[src/rtl/flags_pipe_if.sv]
// flags_pipe_if -- bundle of the E-stage flag-update request, pipeline control,
// save/restore requests and the flag outputs of flags_pipe.
//
// Handshake: e_valid qualifies e_flag_write/e_cond_ex/e_alu_flags in the
// cycle it is high. A request is taken on a rising edge only when stall=0 and
// flush=0. There is no ready signal; the stall input is the only back-pressure,
// and the producer must hold its request while stall=1 if it wants it taken.
//
// Signals (direction as seen by flags_pipe, the slave):
//   e_valid, e_flag_write[1:0], e_cond_ex, e_alu_flags[3:0]  in   E-stage request
//   stall, flush                                              in   pipeline control
//   save_req, restore_req                                     in   shadow control
//   flags[3:0], flags_fwd[3:0], pend_valid                    out  flag state
//   upd_count[CNT_W-1:0]                                      out  commit counter
interface flags_pipe_if #(
  parameter int CNT_W = 16
);
  logic             e_valid;
  logic [1:0]       e_flag_write;
  logic             e_cond_ex;
  logic [3:0]       e_alu_flags;
  logic             stall;
  logic             flush;
  logic             save_req;
  logic             restore_req;
  logic [3:0]       flags;
  logic [3:0]       flags_fwd;
  logic             pend_valid;
  logic [CNT_W-1:0] upd_count;

  modport master (
    output e_valid, e_flag_write, e_cond_ex, e_alu_flags,
    output stall, flush, save_req, restore_req,
    input  flags, flags_fwd, pend_valid, upd_count
  );

  modport slave (
    input  e_valid, e_flag_write, e_cond_ex, e_alu_flags,
    input  stall, flush, save_req, restore_req,
    output flags, flags_fwd, pend_valid, upd_count
  );
endinterface

[src/rtl/flags_pipe.sv]
// flags_pipe -- owner of the architectural NZCV flags register.
// An E-stage flag update is captured into a one-entry M-stage pending slot,
// forwarded combinationally on flags_fwd, and committed into flags on the
// following edge unless stalled, flushed or overridden by a restore.
// A one-entry shadow supports save/restore around exceptions, and a saturating
// counter records the number of committed updates.
//
// Ports:
//   clk    in  rising-edge clock
//   rst_n  in  asynchronous active-low reset
//   bus    slave modport of flags_pipe_if (request, control and flag outputs)
//
// Bit order of every flag vector: [3]=N, [2]=Z, [1]=C, [0]=V.
module flags_pipe #(
  parameter int         CNT_W       = 16,
  parameter logic [3:0] RESET_FLAGS = 4'b0000
) (
  input  logic         clk,
  input  logic         rst_n,
  flags_pipe_if.slave  bus
);

  logic [3:0]       flags_q;
  logic [3:0]       shadow_q;
  logic             pend_valid_q;
  logic [3:0]       pend_mask_q;
  logic [3:0]       pend_data_q;
  logic [CNT_W-1:0] cnt_q;

  logic [3:0]       e_mask;
  logic             capture;
  logic             commit;
  logic [3:0]       merged;
  logic [3:0]       post_commit;

  // wr[1] covers N,Z and wr[0] covers C,V.
  assign e_mask  = {{2{bus.e_flag_write[1]}}, {2{bus.e_flag_write[0]}}};
  assign capture = bus.e_valid & bus.e_cond_ex & (|bus.e_flag_write);
  assign commit  = pend_valid_q & ~bus.stall & ~bus.flush;

  // Pending entry laid over the committed flags; unmasked bits keep their value.
  assign merged      = (flags_q & ~pend_mask_q) | (pend_data_q & pend_mask_q);
  // Value flags would take this edge if no restore were requested; save
  // captures this so a save coincident with a commit sees the new flags.
  assign post_commit = commit ? merged : flags_q;

  always_ff @(posedge clk or negedge rst_n) begin
    if (!rst_n) begin
      flags_q      <= RESET_FLAGS;
      shadow_q     <= RESET_FLAGS;
      pend_valid_q <= 1'b0;
      pend_mask_q  <= 4'b0000;
      pend_data_q  <= 4'b0000;
      cnt_q        <= '0;
    end else begin
      // A restore overrides the commit; the dropped commit is still counted.
      flags_q <= bus.restore_req ? shadow_q : post_commit;

      if (bus.save_req) begin
        shadow_q <= post_commit;
      end

      if (commit && (cnt_q != {CNT_W{1'b1}})) begin
        cnt_q <= cnt_q + CNT_W'(1);
      end

      // Flush beats stall; a restore also discards the pending entry and
      // the same-edge E request.
      if (bus.flush || bus.restore_req) begin
        pend_valid_q <= 1'b0;
      end else if (!bus.stall) begin
        pend_valid_q <= capture;
        pend_mask_q  <= e_mask;
        pend_data_q  <= bus.e_alu_flags;
      end
    end
  end

  assign bus.flags      = flags_q;
  assign bus.flags_fwd  = pend_valid_q ? merged : flags_q;
  assign bus.pend_valid = pend_valid_q;
  assign bus.upd_count  = cnt_q;

endmodule

[src/flat_wrapper.sv]
// flat-port wrapper written by rule: the top's interface ports become plain ports
module flags_pipe_flat 
#(
  parameter int         CNT_W       = 16,
  parameter logic [3:0] RESET_FLAGS = 4'b0000
)
  (clk, rst_n, bus_e_valid, bus_e_flag_write, bus_e_cond_ex, bus_e_alu_flags, bus_stall, bus_flush, bus_save_req, bus_restore_req, bus_flags, bus_flags_fwd, bus_pend_valid, bus_upd_count);
  flags_pipe_if #(.CNT_W(CNT_W)) bus_i ();
  input  logic clk;
  input  logic rst_n;
  input wire logic [$bits(bus_i.e_valid)-1:0] bus_e_valid;
  input wire logic [$bits(bus_i.e_flag_write)-1:0] bus_e_flag_write;
  input wire logic [$bits(bus_i.e_cond_ex)-1:0] bus_e_cond_ex;
  input wire logic [$bits(bus_i.e_alu_flags)-1:0] bus_e_alu_flags;
  input wire logic [$bits(bus_i.stall)-1:0] bus_stall;
  input wire logic [$bits(bus_i.flush)-1:0] bus_flush;
  input wire logic [$bits(bus_i.save_req)-1:0] bus_save_req;
  input wire logic [$bits(bus_i.restore_req)-1:0] bus_restore_req;
  output wire logic [$bits(bus_i.flags)-1:0] bus_flags;
  output wire logic [$bits(bus_i.flags_fwd)-1:0] bus_flags_fwd;
  output wire logic [$bits(bus_i.pend_valid)-1:0] bus_pend_valid;
  output wire logic [$bits(bus_i.upd_count)-1:0] bus_upd_count;
  assign bus_i.e_valid = bus_e_valid;
  assign bus_i.e_flag_write = bus_e_flag_write;
  assign bus_i.e_cond_ex = bus_e_cond_ex;
  assign bus_i.e_alu_flags = bus_e_alu_flags;
  assign bus_i.stall = bus_stall;
  assign bus_i.flush = bus_flush;
  assign bus_i.save_req = bus_save_req;
  assign bus_i.restore_req = bus_restore_req;
  assign bus_flags = bus_i.flags;
  assign bus_flags_fwd = bus_i.flags_fwd;
  assign bus_pend_valid = bus_i.pend_valid;
  assign bus_upd_count = bus_i.upd_count;
  flags_pipe #(.CNT_W(CNT_W), .RESET_FLAGS(RESET_FLAGS)) u_core (.clk(clk), .rst_n(rst_n), .bus(bus_i));
endmodule
[config.mk]
export PLATFORM = sky130hd
export DESIGN_NAME = flags_pipe_flat
export DESIGN_NICKNAME = d
export VERILOG_FILES = /design/src/rtl/flags_pipe_if.sv /design/src/rtl/flags_pipe.sv /design/src/flat_wrapper.sv
export SDC_FILE = /design/constraint.sdc
export NUM_CORES = 1
export LEC_CHECK = 0
export CAP_MARGIN = 5
export CORE_MARGIN = 3
export CORE_UTILIZATION = 48
export CTS_CLUSTER_DIAMETER = 120
export CTS_CLUSTER_SIZE = 12
export DETAILED_ROUTE_END_ITERATION = 7
export PLACE_DENSITY = 0.88
export SYNTH_ARGS = -nofsm -noshare
export SYNTH_HDL_FRONTEND = slang
export SYNTH_SLANG_ARGS = --single-unit
[constraint.sdc]
create_clock -name clk -period 1.85 [get_ports clk]
set_input_delay 0.555 -clock clk [delete_from_list [all_inputs] [get_ports clk]]
set_output_delay 0.555 -clock clk [all_outputs]
set_load 0.1 [all_outputs]
==> results of run 1 <==
-- through the flow --
stage	total power (uW)	instances	hold WS, ps	setup slack [ps]
floorplan	1070	117	259	-15.3
global placement	1260	194	485	-326
detailed placement	1280	194	495	-440
CTS	1720	206	517	-128
global route	1780	207	530	-163
finish	1720	207	515	-131
-- per-layer routing --
layer | global-route usage (%) | vias to the layer above
li1 | - | 545
met2 | 38.1 | 57
met4 | 9.09 | 0
met1 | 24.6 | 582
met5 | 0 | -
met3 | 6.08 | 12
-- logic make-up after synthesis --
kind of cell,after synthesis
compound gates,7
xor+xnor,12
fa+ha+maj,1
flops,31
mux,24
simple gates,42
-- worst max path at each step --
stage / slack, ps / to
floorplan: -20 / u_core.bus.upd_count[1]
finish: -130 / bus_flags_fwd[0]
global placement: -330 / u_core.bus.upd_count[15]
global route: -160 / bus_flags_fwd[0]
detailed placement: -440 / u_core.bus.upd_count[15]
CTS: -130 / bus_flags_fwd[2]
-- worst max-delay path, delay by kind of cell, from the launching register on --
kind / cells / cell delay, ps
buf+inv: 1 / 170
mux: 1 / 310
flops: 1 / 520
simple gates: 1 / 90
-- Yosys cell counts (all sizes together) --
master / n
dfrtp: 31
mux2: 24
xor2: 12
nand2: 11
nor3: 10
nand4: 6
nor2: 4
a21oi: 3
and3: 3
nand3: 2
nor3b: 2
nor4b: 2
o21ai: 2
a21boi: 1
and4: 1
ha: 1
nor4: 1
o211ai: 1
-- flip-flops by register name, indices dropped and copies added (netlist names) --
register,cells
u_core.bus.flags,4
u_core.bus.upd_count,16
u_core.pend_mask_q,2
u_core.pend_data_q,4
u_core.bus.pend_valid,1
u_core.shadow_q,4
-- where the power goes --
part	internal (uW)	switching [uW]
clock network	224	229
logic	200	274
registers	735	59.6
-- layout make-up --
class / count / area, um^2
Timing Repair Buffer: 51 / 733
Clock buffer: 8 / 68.8
Tap cell: 31 / 38.8
Sequential cell: 31 / 822
Multi-Input combinational cell: 86 / 756
Fill cell: 146 / 434
-- timing repair --
action | in CTS | in global routing
setup buffers | 4 | 1
setup endpoints to repair | 16 | 21
pin swaps | 2 | 4
resized for setup | 4 | 4
==> flow_metrics.tcl, run 1 <==
set metrics [dict create \
    worstReg2RegEnd "u_core.bus.upd_count[8]" \
    ir_worst_vdd_mv 0.733 \
    top_layer_used "met4" \
    r2r_cells 6 \
    synth_area_leader_cell "dfrtp_1" \
    grt_overflow 0 \
    layout_commonest_cell "buf_12" \
    fmax_ghz 0.505 \
    syn-num-nets 132 \
    post-route-period-util_pct 107 \
    dp_hpwl_mm 2.52 \
    numCtsBuffers 5 \
    first_pass_iters 4 \
    drt_iter0_drc 51 \
    r2r_slack_ps 100 \
    wl_met1_mm 1.44 \
    hold_viol_final 0 \
    holdCritPathClass "flop to flop" \
    diodes 0 \
    leakage_uw 0.00114 \
    end_kind "primary output" \
    grt_usage_pct 21.7 \
    cap_violations 0 \
    ys_ff_latch 31 \
    violations "setup timing" \
    slew_headroom_pct 74.2 \
    cts_tree "yes" \
    final_util_pct 84.8 \
    setup_viol 4 \
    synth.area.top_cells "dfrtp_1 52%, mux2_2 17%, xor2_1 7.1%, nor3_1 3.0%, nand2_1 2.8%" \
    synth-seq-area-share_pct 52.1 \
    timing.setup.tns_ps -500 \
    tightestPinTransition_ps 387 \
    routedWlPerCell_um 17.9 \
    fin_ws_ps -131 \
    fin_nets 190 \
    avgSynthCellArea_um2 12.7 \
    path_cells "nand2_4 -> mux2_4 -> buf_12" \
    die_x_um 61.7 \
    ant_nets 0 \
    clk_transition_reported_paths_ps 100 \
    core_um2 2850 \
    drive_gt1_share_pct 56.8 \
    start_kind "flop" \
    hold_depth 1 \
    clock_skew_ps 7.45 \
    fp-row-count 19 \
    yosys.cell_types.count 22 \
    areaGrowthSynthToFinish_pct 62.6 \
    stdcell_area_um2 2420 \
    syn_area_um2 1490 \
    slew_viol_final 0 \
    finalCriticalPeriod_ps 1980 \
    cts-root-buf "clkbuf_4" \
    yosysWarnings 0 \
    required_ps 1290 \
    min-delay-start "u_core.shadow_q[3]" \
    netlist.area_leader.share_pct 52.1 \
    die_area_um2 3800 \
    htree_levels 2 \
    critical_path_class "flop to primary output" \
    drc 0 \
    yosys.area_share.adder_pct 0.841 \
    clock_sinks 31 \
    wl_met2_mm 1.98 \
    status "finished with violations" \
    synthXorXnorAreaFrac_pct 7.06 \
    hold_end "u_core.shadow_q[3]" \
    cp_slowest_cell "dfrtp_4" \
    cts_buffer_depth 2 \
    r2r_start "u_core.bus.pend_valid" \
    routed_via_density 5.78 \
    syn_inst 117 \
    muxShareOfSynthArea_pct 18.4 \
    wl_mm 3.71 \
    synth_compound_area_share_pct 2.94 \
    rsz0062_at_grt "yes" \
    hold_buffers 0 \
    crit_fanout 3 \
    wl_met3_um 196 \
    fp.dieH_um 61.7 \
    critPathArrivalTime_ps 1430 \
    first_global_vias 1247 \
    synth_simple_gate_area_share_pct 18.6 \
    gp_congestion 0.817 \
    cp-startpoint "u_core.bus.pend_valid" \
    pin_count 39 \
    grt_max_degree 32 \
    final_cell_mix "25 x buf_12, 19 x mux2_2, 13 x buf_4, 13 x dfrtp_2, 12 x xor2_1" \
    grt_pass1_wl_mm 5.86 \
    synth_top_family_by_area "simple AND/OR/NAND/NOR gates" \
    dpl_cell_area_um2 2280 \
    port_buffers 38 \
    initial_core_util_pct 52.1 \
    cp_slowest_stage_delay_ps 520 \
    p_per_area_nw_per_um2 712 \
    antenna_found_initial 0 \
    clock_latency_ps 330 \
    route.vias.total 1196 \
]
(Power assumes the default switching activity.)
==> inputs of run 2 (changes only) <==
- SLEW_MARGIN: default -> 20
==> results of run 2 <==
No change in the layout: final DEF, timing and power equal those of run 1.
